[config.mk]
export PLATFORM = sky130hd
export DESIGN_NAME = idli_alu_m_flat
export DESIGN_NICKNAME = d
export VERILOG_FILES = /design/src/rtl/idli_alu_if.sv /design/src/rtl/idli_alu_m.sv /design/src/flat_wrapper.sv
export SDC_FILE = /design/constraint.sdc
export NUM_CORES = 1
export LEC_CHECK = 0
export ABC_AREA = 1
export BUFFER_PORTS_ARGS = -buffer_cell sky130_fd_sc_hd__buf_4
export CAP_MARGIN = 5
export CORE_ASPECT_RATIO = 1.25
export CORE_MARGIN = 5
export CORE_UTILIZATION = 58
export DETAILED_ROUTE_END_ITERATION = 16
export GPL_ROUTABILITY_DRIVEN = 0
export PLACE_DENSITY = 0.83
export SETUP_SLACK_MARGIN = 0.05
export SYNTH_ARGS = -nofsm -noshare
export SYNTH_HDL_FRONTEND = slang
export SYNTH_SLANG_ARGS = --single-unit
[constraint.sdc]
create_clock -name i_alu_gck -period 6.5 [get_ports i_alu_gck]
set_clock_uncertainty 0.15 [all_clocks]
set_input_delay 1.3 -clock i_alu_gck [delete_from_list [all_inputs] [get_ports i_alu_gck]]
set_output_delay 1.3 -clock i_alu_gck [all_outputs]
set_load 0.05 [all_outputs]
[src/rtl/idli_alu_if.sv]
// Operation offer/accept channel and nibble write-back port of the nibble-serial ALU.
// The initiator/register-file side uses the master modport; the ALU uses slave.
interface idli_alu_if;
    logic        i_alu_op_vld;
    logic [2:0]  i_alu_op;
    logic [2:0]  i_alu_dst;
    logic [3:0]  i_alu_b_data;
    logic [3:0]  i_alu_c_data;
    logic        o_alu_op_rdy;
    logic [2:0]  o_alu_a;
    logic        o_alu_a_vld;
    logic [3:0]  o_alu_a_data;
    logic        o_alu_done;
    logic [15:0] o_alu_result;
    logic        o_alu_flag_z;
    logic        o_alu_flag_c;

    modport master (
        output i_alu_op_vld, i_alu_op, i_alu_dst, i_alu_b_data, i_alu_c_data,
        input  o_alu_op_rdy, o_alu_a, o_alu_a_vld, o_alu_a_data,
        input  o_alu_done, o_alu_result, o_alu_flag_z, o_alu_flag_c
    );

    modport slave (
        input  i_alu_op_vld, i_alu_op, i_alu_dst, i_alu_b_data, i_alu_c_data,
        output o_alu_op_rdy, o_alu_a, o_alu_a_vld, o_alu_a_data,
        output o_alu_done, o_alu_result, o_alu_flag_z, o_alu_flag_c
    );
endinterface

[src/rtl/idli_alu_m.sv]
// Nibble-serial 16-bit ALU: one op spans four phases, LSB nibble first,
// writing each result nibble back in the same cycle its operands are read.
//
// state | meaning
// IDLE  | no op in flight beyond a phase-0 acceptance this cycle
// BUSY  | accepted op is in phases 1..3
module idli_alu_m (
    input  logic         i_alu_gck,
    input  logic         i_alu_rst,
    idli_alu_if.slave    alu
);
    localparam logic [2:0] OP_ADD  = 3'd0;
    localparam logic [2:0] OP_SUB  = 3'd1;
    localparam logic [2:0] OP_AND  = 3'd2;
    localparam logic [2:0] OP_OR   = 3'd3;
    localparam logic [2:0] OP_XOR  = 3'd4;
    localparam logic [2:0] OP_ANDN = 3'd5;
    localparam logic [2:0] OP_SHL  = 3'd6;
    localparam logic [2:0] OP_CMP  = 3'd7;

    typedef enum logic {IDLE, BUSY} state_t;

    state_t      r_state;
    state_t      w_state_nxt;
    logic [1:0]  r_phase;
    logic [2:0]  r_op;
    logic [2:0]  r_dst;
    logic        r_carry;
    logic        r_prev;
    logic        r_zacc;
    logic [15:0] r_result;
    logic        r_flag_z;
    logic        r_flag_c;
    logic        r_done;

    logic        w_ph0;
    logic        w_accept;
    logic        w_active;
    logic [2:0]  w_op;
    logic [2:0]  w_dst;
    logic        w_inv;
    logic        w_arith;
    logic        w_cin;
    logic [3:0]  w_c_eff;
    logic [4:0]  w_sum;
    logic        w_prev;
    logic [3:0]  w_nib;
    logic        w_zacc;
    logic        w_cout;

    assign w_ph0    = (r_phase == 2'd0);
    assign w_accept = alu.i_alu_op_vld & w_ph0 & ~i_alu_rst;
    assign w_active = w_accept | (r_state == BUSY);

    // In phase 0 the op is still on the offer lines; later phases use the latched copy.
    assign w_op  = w_ph0 ? alu.i_alu_op  : r_op;
    assign w_dst = w_ph0 ? alu.i_alu_dst : r_dst;

    assign w_inv   = (w_op == OP_SUB) | (w_op == OP_CMP);
    assign w_arith = (w_op == OP_ADD) | w_inv;
    assign w_cin   = w_ph0 ? w_inv : r_carry;
    assign w_c_eff = w_inv ? ~alu.i_alu_c_data : alu.i_alu_c_data;
    assign w_sum   = {1'b0, alu.i_alu_b_data} + {1'b0, w_c_eff} + {4'b0000, w_cin};
    assign w_prev  = w_ph0 ? 1'b0 : r_prev;

    always_comb begin
        w_nib = 4'h0;
        case (w_op)
            OP_ADD, OP_SUB, OP_CMP: w_nib = w_sum[3:0];
            OP_AND:  w_nib = alu.i_alu_b_data & alu.i_alu_c_data;
            OP_OR:   w_nib = alu.i_alu_b_data | alu.i_alu_c_data;
            OP_XOR:  w_nib = alu.i_alu_b_data ^ alu.i_alu_c_data;
            OP_ANDN: w_nib = alu.i_alu_b_data & ~alu.i_alu_c_data;
            OP_SHL:  w_nib = {alu.i_alu_b_data[2:0], w_prev};
            default: w_nib = 4'h0;
        endcase
    end

    assign w_zacc = (w_ph0 ? 1'b1 : r_zacc) & (w_nib == 4'h0);
    assign w_cout = w_arith ? w_sum[4] : ((w_op == OP_SHL) ? alu.i_alu_b_data[3] : 1'b0);

    always_ff @(posedge i_alu_gck) begin
        if (i_alu_rst) r_state <= IDLE;
        else           r_state <= w_state_nxt;
    end

    always_comb begin
        w_state_nxt = r_state;
        case (r_state)
            IDLE:    if (w_accept) w_state_nxt = BUSY;
            BUSY:    if (r_phase == 2'd3) w_state_nxt = IDLE;
            default: w_state_nxt = IDLE;
        endcase
    end

    always_ff @(posedge i_alu_gck) begin
        if (i_alu_rst) begin
            r_phase  <= 2'd0;
            r_op     <= OP_ADD;
            r_dst    <= 3'd0;
            r_carry  <= 1'b0;
            r_prev   <= 1'b0;
            r_zacc   <= 1'b0;
            r_result <= 16'h0000;
            r_flag_z <= 1'b0;
            r_flag_c <= 1'b0;
            r_done   <= 1'b0;
        end else begin
            r_phase <= r_phase + 2'd1;
            r_done  <= w_active & (r_phase == 2'd3);
            if (w_accept) begin
                r_op  <= alu.i_alu_op;
                r_dst <= alu.i_alu_dst;
            end
            if (w_active) begin
                r_carry  <= w_sum[4];
                r_prev   <= alu.i_alu_b_data[3];
                r_zacc   <= w_zacc;
                r_result <= {w_nib, r_result[15:4]};
                if (r_phase == 2'd3) begin
                    r_flag_z <= w_zacc;
                    r_flag_c <= w_cout;
                end
            end
        end
    end

    assign alu.o_alu_op_rdy = w_ph0;
    assign alu.o_alu_a      = w_dst;
    assign alu.o_alu_a_vld  = w_active & ~i_alu_rst & (w_op != OP_CMP) & (w_dst != 3'd0);
    assign alu.o_alu_a_data = w_nib;
    assign alu.o_alu_done   = r_done;
    assign alu.o_alu_result = r_result;
    assign alu.o_alu_flag_z = r_flag_z;
    assign alu.o_alu_flag_c = r_flag_c;
endmodule
[src/flat_wrapper.sv]
// flat-port wrapper written by rule: the top's interface ports become plain ports
module idli_alu_m_flat 
  (i_alu_gck, i_alu_rst, alu_i_alu_op_vld, alu_i_alu_op, alu_i_alu_dst, alu_i_alu_b_data, alu_i_alu_c_data, alu_o_alu_op_rdy, alu_o_alu_a, alu_o_alu_a_vld, alu_o_alu_a_data, alu_o_alu_done, alu_o_alu_result, alu_o_alu_flag_z, alu_o_alu_flag_c);
  idli_alu_if alu_i ();
  input  logic i_alu_gck;
  input  logic i_alu_rst;
  input wire logic [$bits(alu_i.i_alu_op_vld)-1:0] alu_i_alu_op_vld;
  input wire logic [$bits(alu_i.i_alu_op)-1:0] alu_i_alu_op;
  input wire logic [$bits(alu_i.i_alu_dst)-1:0] alu_i_alu_dst;
  input wire logic [$bits(alu_i.i_alu_b_data)-1:0] alu_i_alu_b_data;
  input wire logic [$bits(alu_i.i_alu_c_data)-1:0] alu_i_alu_c_data;
  output wire logic [$bits(alu_i.o_alu_op_rdy)-1:0] alu_o_alu_op_rdy;
  output wire logic [$bits(alu_i.o_alu_a)-1:0] alu_o_alu_a;
  output wire logic [$bits(alu_i.o_alu_a_vld)-1:0] alu_o_alu_a_vld;
  output wire logic [$bits(alu_i.o_alu_a_data)-1:0] alu_o_alu_a_data;
  output wire logic [$bits(alu_i.o_alu_done)-1:0] alu_o_alu_done;
  output wire logic [$bits(alu_i.o_alu_result)-1:0] alu_o_alu_result;
  output wire logic [$bits(alu_i.o_alu_flag_z)-1:0] alu_o_alu_flag_z;
  output wire logic [$bits(alu_i.o_alu_flag_c)-1:0] alu_o_alu_flag_c;
  assign alu_i.i_alu_op_vld = alu_i_alu_op_vld;
  assign alu_i.i_alu_op = alu_i_alu_op;
  assign alu_i.i_alu_dst = alu_i_alu_dst;
  assign alu_i.i_alu_b_data = alu_i_alu_b_data;
  assign alu_i.i_alu_c_data = alu_i_alu_c_data;
  assign alu_o_alu_op_rdy = alu_i.o_alu_op_rdy;
  assign alu_o_alu_a = alu_i.o_alu_a;
  assign alu_o_alu_a_vld = alu_i.o_alu_a_vld;
  assign alu_o_alu_a_data = alu_i.o_alu_a_data;
  assign alu_o_alu_done = alu_i.o_alu_done;
  assign alu_o_alu_result = alu_i.o_alu_result;
  assign alu_o_alu_flag_z = alu_i.o_alu_flag_z;
  assign alu_o_alu_flag_c = alu_i.o_alu_flag_c;
  idli_alu_m u_core (.i_alu_gck(i_alu_gck), .i_alu_rst(i_alu_rst), .alu(alu_i));
endmodule
After elaboration in Yosys (flattened, before gate mapping)
Cells that the tools add are included.

Output and inout port bits: 28. Latch bits: 0. Register bits: 31. Word-level logic and storage cells: 58. Memories kept: 0. Memory bits (read-only): 0. Memory bits (writable): 0.

Divide/modulo/power cells: 0. Add/sub/neg operators: 3. Multipliers: 0. Magnitude comparators: 0. Shifts and indexed selects: 0. Reduce and logical (&&, ||, !) cells: 6. Multiplexer cells: 12. Bitwise logic cells: 17. Equal/unequal tests: 9.

Operators by type and width (number): one-hot mux 4 bit (6 select lines) (1); == test 3 bit, second input constant (4); bitwise AND 4 bit (2); bitwise AND 1 bit (7); 2-to-1 mux 1 bit (7); == test 3 x 2 -> 1 bit, second input constant (2); 2-to-1 mux 3 bit (2); adder 4 x 4 -> 5 bit (1); adder 5 x 1 -> 5 bit (1); zero test 4 bit (1); 2-to-1 mux 4 bit (1); NOT 4 bit (1); OR 4 bit (1); XOR 4 bit (1); == test 3 x 1 -> 1 bit, second input constant (1); zero test 3 bit (1); != test 3 bit, second input constant (1); OR 1 bit (3); nonzero test 3 bit (1); OR reduction 3 bit (1); adder 2 x 1 -> 2 bit, second input constant (1); == test 2 bit, second input constant (1); zero test 2 bit (1); NOT 1 bit (2); other kinds (2) (2).

Depth between registers and ports, before layout
Word-level depth: 10. Depth in mapped cells: 22.

Worst setup path after synthesis
OpenSTA, ideal clock, no wires.

Path type: input to output. Start point: input port alu_i_alu_op[1]. End point: output port alu_o_alu_a_data[2]. Data required time: 5050 ps. Data arrival time: 3313 ps. Cell stages on the path: 14. Setup slack: 1737 ps. Path buffers: 0. Cell sequence: nand2_1 > nand2_4 > nand2_2 > nand2_2 > nand2_4 > nor2_4 > xor2_1 > fa_1 > inv_1 > fa_1 > xor2_1 > nor2_1 > nor2_2 > inv_1.

Word-level cells in the longest chain between the ends: 7. Elaborated cells on any way between the ends: 16.

RTL lines: start, declared (RTL line flat_wrapper.sv:8) `input wire logic [$bits(alu_i.i_alu_op)-1:0] alu_i_alu_op;`; 2-to-1 mux 3 bit (*) (RTL line idli_alu_m.sv:56) `assign w_op = w_ph0 ? alu.i_alu_op : r_op;`; == test 3 x 1 -> 1 bit / == test 3 bit (equally long branches) (RTL line idli_alu_m.sv:59, idli_alu_m.sv:68); OR 1 bit (RTL line idli_alu_m.sv:59) `assign w_inv = (w_op == OP_SUB) | (w_op == OP_CMP);`; 2-to-1 mux 4 bit (RTL line idli_alu_m.sv:62) `assign w_c_eff = w_inv ? ~alu.i_alu_c_data : alu.i_alu_c_data;`; adder 4 x 4 -> 5 bit (RTL line idli_alu_m.sv:63) `assign w_sum = {1'b0, alu.i_alu_b_data} + {1'b0, w_c_eff} + {4'b0000, w_cin};`; adder 5 x 1 -> 5 bit (RTL line idli_alu_m.sv:63); one-hot mux 4 bit (6 select lines) (*) (RTL line idli_alu_m.sv:68) `case (w_op)`; end, declared (RTL line flat_wrapper.sv:15) `output wire logic [$bits(alu_i.o_alu_a_data)-1:0] alu_o_alu_a_data;`.

Mark *: on every way between the ends. The rest lies on a longest branch, timed or not.

Worst setup path after layout
Start point: register u_core.r_phase[0]. End point: output port alu_o_alu_a_data[2].

Word-level cells in the longest chain between the ends: 8. Elaborated cells on any way between the ends: 17.

RTL lines: start, declared (RTL line idli_alu_m.sv:25) `logic [1:0] r_phase;`; start signal, assigned (RTL line idli_alu_m.sv:109) `r_phase <= r_phase + 2'd1;`; zero test 2 bit (*) (RTL line idli_alu_m.sv:51) `assign w_ph0 = (r_phase == 2'd0);`; 2-to-1 mux 3 bit (RTL line idli_alu_m.sv:56); == test 3 x 1 -> 1 bit / == test 3 bit (equally long branches) (RTL line idli_alu_m.sv:59, idli_alu_m.sv:68); OR 1 bit (RTL line idli_alu_m.sv:59); 2-to-1 mux 4 bit (RTL line idli_alu_m.sv:62); adder 4 x 4 -> 5 bit (RTL line idli_alu_m.sv:63); adder 5 x 1 -> 5 bit (RTL line idli_alu_m.sv:63); one-hot mux 4 bit (6 select lines) (*) (RTL line idli_alu_m.sv:68).

Marks and branches as above.

==> impl.org <==
** Run status
- The flow ran to the end, and the final reports show no timing, DRC or antenna violations.

** Floorplan
- Core footprint :: between 0.003 and 0.004 mm^2
- Horizontal die dimension :: about 62 um
- Total number of placement rows :: 23
- Die span in y :: ~75 um
- The die covers 0.00464 mm^2.
- The initial utilization of the core area, before any placement, comes to 0.607.
- Pin placement for this block handled 45 I/O pins.

** Timing
- Actual transition at the worst max-transition pin :: 0.852 ns
- The worst path needs between 5 and 6 ns of the cycle, external delays included.
- The total count of hold-check failures in the final report was 0.
- Worst hold-check slack :: 0.287 ns
- Setup TNS :: 0 ns
- Setup Viol. Count Final :: 0
- Pins Over Slew Limit :: 0
- Max-slew headroom at the worst pin :: 0.430
- Dividing the final minimum period by the clock period gives 0.786.
- Unrepaired setup endpoints after global routing :: false
- Top achievable clock speed :: 196 MHz

** Synthesis
- Of the synthesized area, sequential elements account for 0.317.
- Summed over all instances, the cell type with the most area after synthesis is sky130_fd_sc_hd__dfxtp_1.
- The compound-cell area share of the yosys netlist was 0.129.
- XOR/XNOR share of the synthesized area :: 0.0313
- Most used flip-flop cell after synthesis :: sky130_fd_sc_hd__dfxtp_1
- Area fraction in and, or, nand and nor cells after synthesis :: 0.333
- Dominant combinational cell family by area after synthesis :: simple AND/OR/NAND/NOR gates
- Fraction of registers with async set or reset after synthesis :: 0
- After synthesis the cells add up to a little under 0.002 mm^2.
- Synthesized instance count :: roughly 280
- Synthesis instantiated 30 different standard cells from the library.
- Share of cell area taken by muxes after synthesis :: 0
- The share of synthesized area in the top cell type comes to 0.317.
- Synthesis Warnings :: 0
- Yosys attributes the largest share of cell area to sky130_fd_sc_hd__dfxtp_1 32%, sky130_fd_sc_hd__nand2_1 11%, sky130_fd_sc_hd__nor2_1 8.4%.
- EDFF count, synth :: 0
- Of the total synthesized cell area, the portion taken by full adders, half adders and majority gates is 0.0844.
- The number of nets in the synthesized netlist is 308.
- Flip-flop and latch count after synthesis :: 31
- Dividing the synthesized area by the synthesized cell count gives about 7.0 um^2.

** Critical path
- The largest single stage delay on the critical path is 0.68 ns.
- The number of buffers and inverters on the critical path is 4.
- In this run the worst setup path terminates at alu_o_alu_a_data[2].
- Reg2reg end :: u_core.r_zacc
- Critical Path Start Type :: register
- The setup check on the worst reg-to-reg path leaves a slack of approximately 2.8 ns.
- On the critical path the largest part of the delay comes from adder cells.
- Ordered cell list for the critical path :: inv_1, ha_1, nand2_1, nand2_4, nand2_2, nand2_2, nand2_4, nor2_4, xor2_1, fa_1, inv_1, fa_1, xor2_1, nor2_1, nor2_2, inv_1, buf_4
- By startpoint and endpoint, the worst setup path is classified as register to output port.
- CP Capture Type :: output port
- Measured in cells, the most critical reg-to-reg path has a length of 19.
- The slowest stage of the critical path is the sky130_fd_sc_hd__ha_1 cell.
- The critical path runs through a total of 17 cells.
- The most numerous cell type found on the critical path is sky130_fd_sc_hd__inv_1.
- Largest fanout on the critical path :: 17
- Worst reg2reg startpoint :: u_core.r_phase[0]
- Data on the critical path arrives at its endpoint at between 3 and 4 ns.
- Data on the critical path is required at its endpoint by approximately 5.1 ns.
- Origin of the worst setup path :: u_core.r_phase[0]

** Clock tree
- The H-tree generated during clock tree synthesis spans 2 levels.
- Clk sink count :: 31
- The cell sitting at the root of the clock tree is a sky130_fd_sc_hd__clkbuf_8.
- Hold-fix buffer count after cts :: 0
- Clock latency of the later-clocked register in the worst-skew pair :: about 0.28 ns
- Setup Buffers After CTS :: 0
- Clock-pin slew reported for the worst setup and hold paths after clock tree synthesis :: roughly 0.06 ns
- Number of gates given a new drive strength after cts :: 0
- CTS max path bufs :: 2
- TritonCTS built the clock tree.
- Number of buffers created by CTS :: 5

** Placement
- After legalization and detailed placement, the total HPWL measured 3440 um.
- After detailed placement, the total cell area comes to ~0.0023 mm^2.
- During placement, the flow inserted port buffers numbering 44.

** Power
- Worst VDD drop :: 0.215 mV
- Power spread over the standard cell area amounts to slightly below 300 mW/mm^2.
- Leakage power summed over all cells :: around 1.2 nW
- Power consumption :: 685 uW

** Detailed routing
- DRC viols :: 0
- DRT iter0 DRCs :: 116
- The routed layout has approximately 1.8k vias.
- After detailed routing, the average wire length per cell comes to 12.2 um.
- The first detailed-routing pass took 4 iterations.
- In the routed layout, each cell is associated on average with a via count of 5.03.
- Routed WL :: 4380 um
- Count of nets left with antenna violations after detail routing :: 0

** Global route
- Entering global routing, the biggest net connects 26 pins.
- First-pass GRT wire length :: approximately 7200 um
- Global routing usage summed across all routing layers :: 0.206
- The total overflow left after global routing is 0.
- Vias in the first global route :: 1,648
- Initial antenna violation count :: 0

** Layout
- After the last flow step, the layout net total stands at roughly 350.
- Counting the fill cells in the layout gives around 290.
- Growth of design area from synthesis to finish :: 20.7%
- Post-Layout Inst Area :: approximately 0.0024 mm^2
- In the final layout, the share of cells above drive strength 1 is 0.238.
- Number of antenna repair diodes :: 0

** Hold path
- Path class of the lowest-slack min-delay path :: register to register

** Flow run
- Maxcap violations :: 0
==> final cells by class <==
class,count,area [um^2],area share
Sequential cell,31,621,0.263
Tap cell,37,46.3,0.0196
Clock inverter,1,5.00,0.00212
Clock buffer,7,76.3,0.0323
Timing Repair Buffer,44,330,0.140
Multi-Input combinational cell,201,1130,0.479
Inverter,39,151,0.0641
==> worst register-to-register path, delay by kind of cell (launching register included) <==
family / cells / cell delay [ns]
adder cells (fa/ha/maj): 3 / 1.31
flip-flops: 1 / 0.32
buffers and inverters: 2 / 0.12
AND/OR/NAND/NOR: 12 / 1.34
XOR/XNOR: 2 / 0.40
==> placed cells by master, fill, tap and decap left out <==
cell | synthesis | routed
sky130_fd_sc_hd__nand3_1 | 5 | 5
sky130_fd_sc_hd__a21oi_1 | 12 | 12
sky130_fd_sc_hd__o31ai_1 | 5 | 5
sky130_fd_sc_hd__nand4_1 | 3 | 3
sky130_fd_sc_hd__ha_1 | 10 | 10
sky130_fd_sc_hd__nand2_4 | 8 | 8
sky130_fd_sc_hd__clkinv_2 | 0 | 1
sky130_fd_sc_hd__nor2_2 | 4 | 4
sky130_fd_sc_hd__dfxtp_1 | 31 | 31
sky130_fd_sc_hd__nor2_1 | 44 | 44
sky130_fd_sc_hd__fa_1 | 2 | 2
sky130_fd_sc_hd__o21ai_1 | 2 | 2
sky130_fd_sc_hd__a211oi_1 | 2 | 2
sky130_fd_sc_hd__nand2_1 | 55 | 55
sky130_fd_sc_hd__or2_1 | 1 | 1
sky130_fd_sc_hd__inv_6 | 1 | 1
sky130_fd_sc_hd__nand2_2 | 10 | 10
sky130_fd_sc_hd__clkbuf_1 | 1 | 2
sky130_fd_sc_hd__buf_4 | 0 | 44
sky130_fd_sc_hd__xor2_1 | 7 | 7
sky130_fd_sc_hd__nand3_4 | 1 | 1
sky130_fd_sc_hd__nor2_4 | 1 | 1
sky130_fd_sc_hd__nor3b_1 | 1 | 1
sky130_fd_sc_hd__clkbuf_8 | 0 | 5
sky130_fd_sc_hd__or2_2 | 1 | 1
sky130_fd_sc_hd__nand3_2 | 1 | 1
sky130_fd_sc_hd__o21ai_0 | 26 | 26
sky130_fd_sc_hd__inv_1 | 38 | 38
==> per-layer routing <==
metal  track usage  wire (um)  up-vias
met1         0.240       1740      794
met4         0.132        175        0
met3        0.0206        203       15
met5             0          0        -
li1              -          -      957
met2         0.349       2260       44
==> worst min path at each step <==
stage	slack [ns]	startpoint	end	depth (start not counted)
4_1_cts	0.29	u_core.r_phase[0]	u_core.r_phase[0]	1
5_1_grt	0.31	u_core.r_phase[0]	u_core.r_phase[0]	1
3_3_place_gp	0.26	u_core.r_phase[0]	u_core.r_phase[0]	1
3_5_place_dp	0.28	u_core.r_phase[0]	u_core.r_phase[0]	1
2_1_floorplan	0.25	u_core.r_phase[0]	u_core.r_phase[0]	1
6_report	0.29	u_core.r_phase[0]	u_core.r_phase[0]	1
==> registers in the layout, summed over array words and instances (netlist names) <==
| register | count |
|---|---|
| u_core.alu.o_alu_result | 16 |
| u_core.r_zacc | 1 |
| u_core.r_op | 3 |
| u_core.alu.o_alu_done | 1 |
| u_core.r_carry | 1 |
| u_core.alu.o_alu_flag_c | 1 |
| u_core.alu.o_alu_flag_z | 1 |
| u_core.r_dst | 3 |
| u_core.r_phase | 2 |
| u_core.r_prev | 1 |
| u_core.r_state | 1 |
==> synthesized netlist by cell type (3+ instances only) <==
master / count
sky130_fd_sc_hd__nand2_1: 55
sky130_fd_sc_hd__nor2_1: 44
sky130_fd_sc_hd__inv_1: 38
sky130_fd_sc_hd__dfxtp_1: 31
sky130_fd_sc_hd__o21ai_0: 26
sky130_fd_sc_hd__a21oi_1: 12
sky130_fd_sc_hd__ha_1: 10
sky130_fd_sc_hd__nand2_2: 10
sky130_fd_sc_hd__nand2_4: 8
sky130_fd_sc_hd__xor2_1: 7
sky130_fd_sc_hd__nand3_1: 5
sky130_fd_sc_hd__o31ai_1: 5
sky130_fd_sc_hd__nor2_2: 4
sky130_fd_sc_hd__buf_2: 3
sky130_fd_sc_hd__nand4_1: 3
==> cells by family (layout without fill, tap and decap cells) <==
kind of cell	after synthesis	in the layout
adders and majority gates	12	12
and+or+nand+nor	135	135
buffers and inverters	47	91
xor gates and xnor gates	7	7
AOI/OAI and AO/OA	47	47
DFF	31	31
==> metrics by stage <==
| stage | setup WS (ns) | cells | util |
|---|---|---|---|
| 3_3_place_gp | 1.57 | 352 | 0.707 |
| 2_1_floorplan | 1.74 | 279 | - |
| 4_1_cts | 1.38 | 360 | 0.733 |
| 5_1_grt | 1.07 | 360 | 0.733 |
| 6_report | 1.39 | 360 | 0.733 |
| 3_5_place_dp | 1.48 | 352 | 0.707 |
==> report_power, final <==
part | internal, mW | total, mW | switching [mW]
logic | 0.100 | 0.326 | 0.225
clock network | 0.0749 | 0.140 | 0.0649
registers | 0.208 | 0.219 | 0.0110
Power figures use the tool's default switching activity.
